### src/rtl/alu_share_arb.sv
// Round-robin arbiter/sequencer sharing one combinational ALU between two requesters.
// Latency: accept edge T, ALU sampled at T+1, response valid from T+1 until accepted; backpressure holds RESP.
module alu_share_arb #(
  parameter int WORD_W = 32,
  parameter int OP_W   = 4
) (
  input  logic              CLK,
  input  logic              nRST,
  input  logic [1:0]        req_valid,
  output logic [1:0]        req_ready,
  input  logic [OP_W-1:0]   req_op0,
  input  logic [OP_W-1:0]   req_op1,
  input  logic [WORD_W-1:0] req_a0,
  input  logic [WORD_W-1:0] req_a1,
  input  logic [WORD_W-1:0] req_b0,
  input  logic [WORD_W-1:0] req_b1,
  output logic [1:0]        rsp_valid,
  input  logic [1:0]        rsp_ready,
  output logic [WORD_W-1:0] rsp_data,
  output logic [2:0]        rsp_flags,
  output logic [OP_W-1:0]   alu_op,
  output logic [WORD_W-1:0] alu_a,
  output logic [WORD_W-1:0] alu_b,
  input  logic [WORD_W-1:0] alu_out,
  input  logic              alu_ovf,
  input  logic              alu_neg,
  input  logic              alu_zero,
  output logic              busy,
  output logic [15:0]       op_count
);

  typedef enum logic [1:0] {IDLE, EXEC, RESP} state_t;

  state_t            state_q, state_d;
  logic              last_q, last_d;
  logic              own_q, own_d;
  logic [OP_W-1:0]   op_q, op_d;
  logic [WORD_W-1:0] a_q, a_d;
  logic [WORD_W-1:0] b_q, b_d;
  logic [WORD_W-1:0] res_q, res_d;
  logic [2:0]        flg_q, flg_d;
  logic [15:0]       cnt_q, cnt_d;
  logic              gnt;

  always_comb begin
    state_d   = state_q;
    last_d    = last_q;
    own_d     = own_q;
    op_d      = op_q;
    a_d       = a_q;
    b_d       = b_q;
    res_d     = res_q;
    flg_d     = flg_q;
    cnt_d     = cnt_q;
    gnt       = 1'b0;
    req_ready = 2'b00;
    rsp_valid = 2'b00;
    case (state_q)
      IDLE: begin
        if (|req_valid) begin
          // On contention the requester not served last wins.
          gnt            = (&req_valid) ? ~last_q : req_valid[1];
          req_ready[gnt] = 1'b1;
          own_d          = gnt;
          op_d           = gnt ? req_op1 : req_op0;
          a_d            = gnt ? req_a1  : req_a0;
          b_d            = gnt ? req_b1  : req_b0;
          state_d        = EXEC;
        end
      end
      EXEC: begin
        res_d   = alu_out;
        flg_d   = {alu_ovf, alu_neg, alu_zero};
        state_d = RESP;
      end
      RESP: begin
        rsp_valid[own_q] = 1'b1;
        if (rsp_ready[own_q]) begin
          last_d  = own_q;
          cnt_d   = cnt_q + 16'd1;
          state_d = IDLE;
        end
      end
      default: state_d = IDLE;
    endcase
  end

  always_ff @(posedge CLK or negedge nRST) begin
    if (!nRST) begin
      state_q <= IDLE;
      last_q  <= 1'b1;
      own_q   <= 1'b0;
      op_q    <= '0;
      a_q     <= '0;
      b_q     <= '0;
      res_q   <= '0;
      flg_q   <= '0;
      cnt_q   <= '0;
    end else begin
      state_q <= state_d;
      last_q  <= last_d;
      own_q   <= own_d;
      op_q    <= op_d;
      a_q     <= a_d;
      b_q     <= b_d;
      res_q   <= res_d;
      flg_q   <= flg_d;
      cnt_q   <= cnt_d;
    end
  end

  // ALU inputs come straight from the latched operands so they stay stable through RESP.
  assign alu_op    = op_q;
  assign alu_a     = a_q;
  assign alu_b     = b_q;
  assign rsp_data  = res_q;
  assign rsp_flags = flg_q;
  assign busy      = (state_q != IDLE);
  assign op_count  = cnt_q;

endmodule
### config.mk
export PLATFORM = sky130hd
export DESIGN_NAME = alu_share_arb
export DESIGN_NICKNAME = d
export VERILOG_FILES = /design/src/rtl/alu_share_arb.sv
export SDC_FILE = /design/constraint.sdc
export NUM_CORES = 1
export LEC_CHECK = 0
export BUFFER_PORTS_ARGS = -buffer_cell sky130_fd_sc_hd__buf_2
export CAP_MARGIN = 0
export CORE_MARGIN = 4
export CORE_UTILIZATION = 44
export DETAILED_ROUTE_END_ITERATION = 8
export GPL_TIMING_DRIVEN = 1
export PLACE_DENSITY = 0.81
export SYNTH_ARGS = -nofsm -noshare
export SYNTH_HDL_FRONTEND = slang
export SYNTH_SLANG_ARGS = --single-unit
export TNS_END_PERCENT = 5
### constraint.sdc
create_clock -name CLK -period 1.9 [get_ports CLK]
set_input_delay 0.095 -clock CLK [delete_from_list [all_inputs] [get_ports CLK]]
set_output_delay 0.095 -clock CLK [all_outputs]
set_load 0.05 [all_outputs]
==> impl_metrics.env <==
export IMPL_wl_per_cell_um=21.76
export IMPL_hpwl_um=11510
export IMPL_grt_pass1_vias=6162
export IMPL_first_iter_violations=945
export IMPL_maxSlewHeadroom_pct=62.66
export IMPL_path_max_fanout=17
export IMPL_worstSetupPathType="register to register"
export IMPL_antenna_found_initial=1
export IMPL_synth_net_count=575
export IMPL_fin_nets=1050
export IMPL_num_vias=5763
export IMPL_r2r_start="last_q"
export IMPL_final_common_cell="buf_2"
export IMPL_clock_path_buffers=2
export IMPL_leakage_uw=0.004802
export IMPL_track_usage_pct=32.94
export IMPL_startpoint="last_q"
export IMPL_post_route_period_util_pct=98.10
export IMPL_start_kind="register"
export IMPL_routed_wl_um=22370
export IMPL_yosys_warnings=0
export IMPL_fin_cells=1028
export IMPL_min_from="req_op1[3]"
export IMPL_die_w_um=116.0
export IMPL_r2r_end="alu_a[3]"
export IMPL_grt_first_pass_wirelength_um=33490
export IMPL_cts_tree="built"
export IMPL_antenna_left=0
export IMPL_start_util_pct=44.97
export IMPL_synth_cells=397
export IMPL_syn_to_final_growth_pct=78.53
export IMPL_syn_area_um2=5135
export IMPL_ys_ff_latch=123
export IMPL_fin_crit_ns=1.864
export IMPL_pin_count=301
export IMPL_outcome="finished with violations"
export IMPL_ir_worst_vdd_uv=1589
export IMPL_hold_viol_final=0
export IMPL_finalPower_uw=17620
export IMPL_cp_data_arrival_time_ns=2.12
export IMPL_num_rows=39
export IMPL_critPathRequiredTime_ns=2.16
export IMPL_drive_above_1_share_pct=43.89
export IMPL_violations="DRC"
export IMPL_die_height_um=116.0
export IMPL_syn_avg_cell_area_um2=12.93
export IMPL_htree_levels=4
export IMPL_vias_per_cell=5.606
export IMPL_cts_made_buffers=17
export IMPL_grt_max_degree=56
export IMPL_power_density_nw_per_um2=1922
export IMPL_drc=27
export IMPL_clk_latency_ns=0.41
export IMPL_fin_skew_ns=0.007135
export IMPL_cp_end_kind="register"
export IMPL_core_um2=11420
export IMPL_grt_overflow_total=0
export IMPL_dp_cells=822
export IMPL_cts_root_buf="clkbuf_16"
export IMPL_dieArea_um2=13460
export IMPL_worstSetupEndpoint="alu_a[3]"
export IMPL_drv_slew=0
export IMPL_cts_clk_slew_worst_paths_ns=0.05
export IMPL_setup_viol=0
export IMPL_ys_seq_area_share_pct=59.97
export IMPL_portBuffers=300
export IMPL_maxCapViolCount=0
export IMPL_worstMarginPinSlew_ns=0.5601
export IMPL_gp_congestion=0.7899
export IMPL_yosysUniqueCellTypes=36
export IMPL_cts_sinks=123
export IMPL_final_cell_mix="buf_2 (297), dlygate4sd3_1 (167), dfrtp_1 (122)"
export IMPL_rsz0062_at_grt="true"
export IMPL_final_fill_count=634
export IMPL_reg2regPathDepth=5
export IMPL_ff2ff_setup_slack_ns=0.04
export IMPL_first_pass_iters=9
export IMPL_fmax_ghz=0.5365
export IMPL_min_path_type="input port to register"
==> cell usage after synthesis <==
cell / number / area, um2
a2111oi_4: 1 / 27.53
a21boi_1: 1 / 7.510
a21o_1: 1 / 7.510
a222oi_1: 51 / 510.5
and2_1: 1 / 6.260
and2_4: 1 / 8.760
and3_1: 7 / 43.79
buf_1: 1 / 3.750
buf_2: 11 / 55.05
buf_4: 1 / 7.510
buf_6: 12 / 135.1
clkbuf_1: 2 / 7.510
dfrtp_1: 122 / 3053
dfstp_2: 1 / 26.28
ha_1: 1 / 12.51
inv_1: 54 / 202.7
inv_2: 1 / 3.750
mux2_1: 1 / 11.26
mux2_2: 35 / 394.1
mux2i_1: 17 / 170.2
mux2i_2: 1 / 13.76
nand2_1: 24 / 90.09
nand2b_1: 2 / 12.51
nand3_1: 5 / 25.02
nand4_1: 3 / 18.77
nor2_1: 2 / 7.510
nor2_2: 1 / 6.260
nor2b_1: 1 / 6.260
nor3_2: 1 / 10.01
nor3_4: 1 / 16.27
o21ai_0: 7 / 35.03
o21ai_1: 10 / 50.05
o21ai_2: 1 / 8.760
o2bb2ai_1: 1 / 8.760
xnor2_1: 11 / 96.34
xor2_1: 4 / 35.03
==> flip-flops by register name, indices dropped and copies added, names as in the netlist <==
signal     cells
alu_a         32
alu_b         32
rsp_data      32
op_count      16
alu_op         4
rsp_flags      3
state_q        2
last_q         1
own_q          1
==> final cells by class <==
| type | count | area [um2] | area share, % |
|---|---|---|---|
| Timing Repair Buffer | 483 | 3416 | 37.26 |
| Sequential cell | 123 | 3079 | 33.59 |
| Multi-Input combinational cell | 192 | 1652 | 18.02 |
| Clock buffer | 23 | 467.9 | 5.104 |
| Inverter | 55 | 206.4 | 2.252 |
| Tap cell | 143 | 178.9 | 1.952 |
| Clock inverter | 8 | 165.2 | 1.802 |
| Antenna cell | 1 | 2.502 | 0.02730 |
==> critical path, cell delays in order, from the launching register on <==
cell and delay (ns):
dfstp_2 0.37, a21boi_2 0.15, buf_6 0.27, mux2i_1 0.27
dlygate4sd3_1 0.58, o21ai_0 0.07
==> logic make-up (layout without fill, tap and decap cells) <==
| kind of cell | count (synthesis) | after routing | synth area share [%] |
|---|---|---|---|
| and+or+nand+nor | 49 | 49 | 4.898 |
| other | 0 | 1 | 0 |
| AOI/OAI and AO/OA | 73 | 73 | 12.77 |
| adders and majority gates | 1 | 1 | 0.2436 |
| xor gates and xnor gates | 15 | 15 | 2.558 |
| buffers and inverters | 82 | 569 | 8.090 |
| DFF | 123 | 123 | 59.97 |
| muxes | 54 | 54 | 11.48 |
==> repair_timing <==
action                                 in CTS  in global routing
setup buffers                               4                  1
setup endpoints to repair                   2                 51
pin swaps                                   2                  1
endpoints found under the hold margin     138                  1
hold buffers                              166                  1
gates resized for setup                     4                  4
cloned                                      2                  0
==> worst min-delay path by stage <==
stage / to / slack (ns) / depth (start not counted)
floorplan: alu_a[0] / -0.20 / 0
global placement: op_count[14] / 0.09 / 1
detailed placement: op_count[12] / 0.11 / 1
CTS: alu_op[3] / 0.004 / 3
global route: alu_a[1] / 0.02 / 3
finish: alu_op[3] / 0.003 / 3
==> report_power, final <==
part           internal (uW)  switching [uW]  total (uW)
Clock                   2380            1130        3510
Combinational           2650            6740        9390
Sequential              3840             876        4710
==> layer usage <==
layer / routed length [um] / GRT usage [%] / vias to the layer above
met5: 0 / 0 / -
met4: 1277 / 18.87 / 0
met3: 2286 / 9.504 / 141
met2: 11500 / 56.81 / 470
met1: 7306 / 36.27 / 2757
li1: - / - / 2395
==> metrics by stage <==
step                      util [%]  setup WS (ns)  cell area (um2)  hold WS, ns  TNS, ns
after floorplan                  -         0.1970             5135      -0.2006        0
after global placement       59.01         0.2858             6738      0.09433        0
after detailed placement     59.01         0.2236             6738       0.1093        0
after CTS                    79.97       0.004298             9131     0.003659        0
after global routing         80.29       -0.03954             9168      0.02462  -0.1175
final                        80.29        0.03607             9168     0.002993        0
Note: power is estimated with default switching activity, not from simulation.
